`config.mk`:
```
export PLATFORM = sky130hd
export DESIGN_NAME = uart_tx_ctrl
export DESIGN_NICKNAME = d
export VERILOG_FILES = /design/src/rtl/uart_tx_ctrl.sv
export SDC_FILE = /design/constraint.sdc
export NUM_CORES = 1
export LEC_CHECK = 0
export ABC_AREA = 1
export CAP_MARGIN = 20
export CELL_PAD_IN_SITES_DETAIL_PLACEMENT = 2
export CELL_PAD_IN_SITES_GLOBAL_PLACEMENT = 2
export CORE_UTILIZATION = 23
export DETAILED_ROUTE_END_ITERATION = 7
export PLACE_DENSITY_LB_ADDON = 0.08
export SLEW_MARGIN = 10
export SYNTH_ARGS = -nofsm -noshare
export SYNTH_HDL_FRONTEND = slang
export SYNTH_SLANG_ARGS = --single-unit
```
`constraint.sdc`:
```
create_clock -name i_clk -period 1.3 [get_ports i_clk]
set_input_delay 0.13 -clock i_clk [delete_from_list [all_inputs] [get_ports i_clk]]
set_output_delay 0.13 -clock i_clk [all_outputs]
set_load 0.005 [all_outputs]
```
`src/rtl/uart_tx_ctrl.sv`:
```
// uart_tx_ctrl: UART frame sequencer (start, data LSB first, optional parity, stop).
// Define UART_TX_BACK2BACK_EN to allow a new frame to start directly from STOP.
module uart_tx_ctrl #(
    parameter int DATA_WIDTH = 8,
    parameter int CNT_W      = $clog2(DATA_WIDTH)
) (
    input  logic             i_clk,
    input  logic             i_rst_n,
    input  logic             i_data_valid,
    input  logic             i_par_en,
    input  logic             i_par_typ,
    output logic             o_data_load,
    output logic             o_ser_en,
    output logic [CNT_W-1:0] o_bit_cnt,
    output logic [1:0]       o_mux_sel,
    output logic             o_par_typ_q,
    output logic             o_busy
);
    typedef enum logic [2:0] {S_IDLE, S_START, S_DATA, S_PARITY, S_STOP} state_t;
    state_t           r_state;
    state_t           w_next;
    logic [CNT_W-1:0] r_bit_cnt;
    logic             r_par_en;
    logic             r_par_typ;
    logic             w_last;
    logic             w_accept_pt;
    assign w_last = r_bit_cnt == CNT_W'(DATA_WIDTH - 1);
`ifdef UART_TX_BACK2BACK_EN
    assign w_accept_pt = r_state == S_IDLE || r_state == S_STOP;
`else
    assign w_accept_pt = r_state == S_IDLE;
`endif
    // Gated by reset so a request during reset never reaches the datapath.
    assign o_data_load = i_rst_n & i_data_valid & w_accept_pt;
    always_comb begin
        w_next = r_state;
        case (r_state)
            S_IDLE:   w_next = o_data_load ? S_START : S_IDLE;
            S_START:  w_next = S_DATA;
            S_DATA:   w_next = !w_last ? S_DATA : (r_par_en ? S_PARITY : S_STOP);
            S_PARITY: w_next = S_STOP;
            S_STOP:   w_next = o_data_load ? S_START : S_IDLE;
            default:  w_next = S_IDLE;
        endcase
    end
    always_ff @(posedge i_clk or negedge i_rst_n) begin
        if (!i_rst_n) begin
            r_state   <= S_IDLE;
            r_bit_cnt <= '0;
            r_par_en  <= 1'b0;
            r_par_typ <= 1'b0;
        end else begin
            r_state <= w_next;
            if (o_data_load) begin
                r_par_en  <= i_par_en;
                r_par_typ <= i_par_typ;
            end
            if (r_state == S_START)
                r_bit_cnt <= '0;
            else if (r_state == S_DATA && !w_last)
                r_bit_cnt <= r_bit_cnt + 1'b1;
        end
    end
    assign o_mux_sel   = r_state == S_START  ? 2'b00 :
                         r_state == S_DATA   ? 2'b10 :
                         r_state == S_PARITY ? 2'b11 : 2'b01;
    assign o_busy      = r_state != S_IDLE;
    assign o_ser_en    = r_state == S_DATA;
    assign o_bit_cnt   = r_bit_cnt;
    assign o_par_typ_q = r_par_typ;
endmodule

```
### Word-level counts from Yosys, hierarchy flattened

Index checks and enable logic that the tools add are counted.

* input port bits: 5
* output and inout bits: 9
* register bits after elaboration: 8

* bitwise operators: 2
* equality and inequality tests: 5
* add/subtract/negate cells: 1
* multiplexer cells: 9
* reduce and logical (&&, ||, !) cells: 6

Operators with widths (count)
* 2-to-1 mux 3 bit: 4
* one-hot mux 3 bit (4 select lines): 1
* == test 3 x 2 -> 1 bit, second input constant: 2
* == test 3 bit, second input constant: 2
* 2-to-1 mux 2 bit: 3
* adder 3 x 1 -> 3 bit, second input constant: 1
* == test 3 x 1 -> 1 bit, second input constant: 1
* logical NOT 3 bit: 1
* nonzero test 3 bit: 1
* AND 1 bit: 2
* nonzero test 2 bit: 1
* OR reduction 2 bit: 1
* logical AND 1 bit: 1
* logical NOT 1 bit: 1
* 2-to-1 mux 1 bit: 1

### Depth between registers and ports, before layout

Gate-level depths: netlist of the first run.

* word-level depth: 5
* gate-level depth with buffers: 6
* gate-level depth less buffers: 6

### Least setup slack after synthesis of the first run

Ideal clock, no wire load.

* kind: register to register
* start point: register r_bit_cnt[0], in the netlist o_bit_cnt[0]
* end point: register r_bit_cnt[0], in the netlist o_bit_cnt[0]
* setup time: 118 ps
* clock period less this slack: 1234 ps
* data arrival time: 1117 ps
* path slack: 66 ps
* cell stages (with the launch flop): 7
* cell sequence: dfrtp_1 ha_1 ha_1 inv_1 nand3_1 nand3_1 nand2_1

* word-level cells in the longest chain between the ends: 4

RTL lines
* start: declaration: line 22 `logic [CNT_W-1:0] r_bit_cnt;`
* start signal: assignment: line 61 `r_bit_cnt <= r_bit_cnt + 1'b1;`
* branches (longest 4 deep; another with adder 3 x 1 -> 3 bit)

Several ways; the timed one is not identified. The select of a mux whose other input is x is not followed.
A chain may end at the register's enable or synchronous reset.

### Final worst setup path of the first run

* start point: register r_state[0]
* end point: output o_data_load

* word-level cells in the longest chain between the ends: 2

RTL lines
* start: declaration: line 20 `state_t r_state;`
* start signal: assignment: line 53 `r_state <= w_next;`
* logical NOT 3 bit: line 31 `assign w_accept_pt = r_state == S_IDLE;`
* AND 1 bit: line 34 `assign o_data_load = i_rst_n & i_data_valid & w_accept_pt;`
* end: declaration: line 12 `output logic o_data_load,`

Every way passes these cells.

==> results of run 1 <==
synthesized netlist by cell type (all sizes together):
cell type   n
nand2      12
dfrtp       8
inv         8
nand3       6
nand4       5
nor2        4
ha          2
o21ai       2
o21a        1
cell type report:
type	count	area, sq um
clock buffers	3	22.5
multi-input cells	32	225
fillers	183	895
inverters	8	30.0
well taps	25	31.3
repair buffers	35	300
flip-flops and latches	8	204
flip-flops by register name, indices dropped and copies added (netlist names):
name         count
o_bit_cnt        3
r_state          3
o_par_typ_q      1
r_par_en         1
worst paths after layout:
check | slack [ns] | end | startpoint
min reg2reg | 0.51 | o_par_typ_q$_DFFE_PN0P_ | o_par_typ_q$_DFFE_PN0P_
min | 0.18 | o_bit_cnt[2]$_DFFE_PN0P_ | i_rst_n
max reg2reg | 0.02 | o_par_typ_q$_DFFE_PN0P_ | r_state[0]$_DFF_PN0_
max in group asynchronous | 0.97 | r_state[2]$_DFF_PN0_ | i_rst_n
min in group i_clk | 0.46 | r_par_en$_DFFE_PN0P_ | i_par_en
max | -0.08 | o_data_load | r_state[0]$_DFF_PN0_
stage by stage:
stage / TNS, ns / setup slack (ns) / hold slack [ns]
after CTS: -0.504 / -0.161 / 0.175
after detailed placement: -0.363 / -0.210 / 0.463
after global placement: -0.283 / -0.204 / 0.461
after floorplan: 0 / 0.0656 / -0.166
final: -0.0875 / -0.0780 / 0.176
after global routing: -0.397 / -0.138 / 0.197
cells by family (layout without fill, tap and decap cells):
logic type	Yosys count	after routing	synth area share, %
simple gates	27	27	34.5
flops	8	8	48.0
buf+inv	8	46	7.21
compound gates	3	3	4.20
fa+ha+maj	2	2	6.01
critical path: stages (launching register included):
cell	delay, ns
sky130_fd_sc_hd__dfrtp_2	0.41
sky130_fd_sc_hd__buf_6	0.13
sky130_fd_sc_hd__nor2_4	0.12
sky130_fd_sc_hd__buf_6	0.10
sky130_fd_sc_hd__nand3_2	0.07
sky130_fd_sc_hd__inv_1	0.06
sky130_fd_sc_hd__clkbuf_2	0.10
repair_timing:
action                                  in CTS  in global routing
setup buffers                                7                  5
endpoints found under the setup margin       7                 10
pin swaps                                    2                  3
hold endpoints to repair                     0                  0
gates resized for setup                     18                 28
layer usage:
metal | global-route usage [%] | vias up
li1 | - | 236
met1 | 20.0 | 253
met2 | 27.6 | 13
met3 | 2.45 | 6
met4 | 9.09 | 0
met5 | 0 | -
power groups by stage:
| stage | sequential [mW] | clock [mW] | combinational (mW) |
|---|---|---|---|
| 3_3_place_gp | 0.434 | 0 | 0.758 |
| 4_1_cts | 0.440 | 0.211 | 0.861 |
| 6_report | 0.451 | 0.207 | 1.04 |
| 3_5_place_dp | 0.443 | 0 | 0.776 |
| 5_1_grt | 0.460 | 0.227 | 1.13 |
| 2_1_floorplan | 0.441 | 0 | 0.282 |
==> implementation parameters, run 1 <==
Parameter                              Value

Clock tree
  TritonCTS clock tree    built
  TritonCTS sink count    8
  Root cell of the clock tree    sky130_fd_sc_hd__clkbuf_4
  Post-CTS Hold Fix Bufs    0
  CTS buffer count    3
  CTS clock-pin slew for the worst setup and hold paths    0.06 ns
  Source-to-sink clock delay at the later pin of the worst-skew pair    0.26 ns
  H-tree depth    1
  Clk buf depth    2

GRT
  Antenna violations before repair    0
  Gr usage total    16.4%
  Largest net degree at the start of global routing    9
  Gr ovfl total    0
  Global-route wire length before repair    2260 microns
  Vias in the first global route    488

Setup path
  Crit start category    flip-flop
  Required arrival time at the worst endpoint    1.17 ns
  Crit path arrival time    1.25 ns
  Class of the most critical setup path    reg -> out
  Endpoint class of the critical path    output port
  Biggest fanout along the worst timing path    2
  Depth of the worst register-to-register path    8

Timing
  RSZ-0062 raised after global routing    true
  Highest clock frequency the design can meet    726 MHz
  Worst-Margin Slew    0.195 ns
  Post-layout min period    1.38 ns
  Final setup fails    3
  Largest clock skew in the final design    0.00300 ns
  Pins Over Slew Limit    0
  Fraction of the cycle the final worst path needs    106%
  Relative slew margins    86.9%
  Final number of hold-violating endpoints    0
  Fin worst setup slack    -0.0780 ns

Synth
  Leading area contributor after synthesis    sky130_fd_sc_hd__dfrtp_1
  Count of different cell masters after synthesis    13
  Sequential element share of the synthesized area    48.0%
  Synth Warn #    0
  Mapped Cells    48
  Syn_nets    55
  Syn avg cell area    8.68 sq um
  Cell area after synthesis    417 sq um
  Share of Yosys cell area claimed by the top area cell type    48.0%
  Largest cells by area after synthesis    sky130_fd_sc_hd__dfrtp_1 (48%), sky130_fd_sc_hd__nand2_1 (11%), sky130_fd_sc_hd__nand4_1 (7.5%)
  Number of flip-flops and latches in the synthesized netlist    8

Placement
  Cells after DPL    97
  # port buffers    13
  Placed standard-cell area    661 sq um
  Final weighted congestion in routability-driven placement    0.673
  Placed wire-length estimate    966 microns

Detailed routing
  Routed wl met2    906 microns
  Count of vias placed by the detailed router    508
  Detail-routed net length per standard cell    14.3 microns
  Top Layer Used    met4
  Post-DRT Antenna Nets    0
  Number of DRC markers after the initial detailed-route iteration    5
  Detail-routed via count per cell    4.58
  Number of remaining DRC errors    0
  Routed length on met1    597 microns
  Routed Wire Length    1580 microns
  Detailed-router iteration count before antenna repair    2
  Length of routed met3 wiring    42 microns

Cells and area
  Fraction of the core area covered by cells at the end of the flow    47.6%
  Antenna Diode Count    0
  Top library cells by usage in the layout, fill and taps aside    sky130_fd_sc_hd__buf_4 (14), sky130_fd_sc_hd__nand2_1 (8), sky130_fd_sc_hd__buf_6 (8)
  Ratio of cells with drive above 1 in the final layout    57.0%
  Syn-to-layout area delta    95.2%
  Area of all placed cells without fillers    813 sq um
  Most common cell after layout, fill and taps aside    sky130_fd_sc_hd__buf_4
  Net count, final    95
  Final cell count without fillers    111

Floorplanning
  Standard-cell rows    15
  Die Area    0.00199 sq mm
  Placeable core area    0.00171 sq mm
  Vertical die dimension    44.6 microns
  Initial Utilization    24.4%
  Die span in x    44.6 microns
  I/O pin count    14

Power
  Worst ir drop on vdd    0.842 mV
  Switching component of the power    0.649 mW
  Share of total power in sequential cells    26.6%
  Internal power    1.04 mW
  Power density over cell area    2080 mW/mm^2
  Switching part of the total power    38.3%
  Power consumption    1.69 mW
  Part of the total power dissipated in the clock network    12.2%
  Standby leakage power    0.436 nW
  Power share of the combinational group    61.2%

Run status
  Status    finished with violations
  Violations in the final reports    setup timing

Run
  Max-cap violations    0

Min path
  Worst hold-check path type    in -> async
Power figures use the tool's default switching activity.
==> run 2: changes to the inputs <==
--- a/config.mk
+++ b/config.mk
@@ -12,7 +12,7 @@
 export CORE_UTILIZATION = 23
 export DETAILED_ROUTE_END_ITERATION = 7
 export PLACE_DENSITY_LB_ADDON = 0.08
-export SLEW_MARGIN = 10
+export SLEW_MARGIN = 5
 export SYNTH_ARGS = -nofsm -noshare
 export SYNTH_HDL_FRONTEND = slang
 export SYNTH_SLANG_ARGS = --single-unit
==> results of run 2 <==
Same layout as run 1: the final DEF is identical, and so are final timing and power.
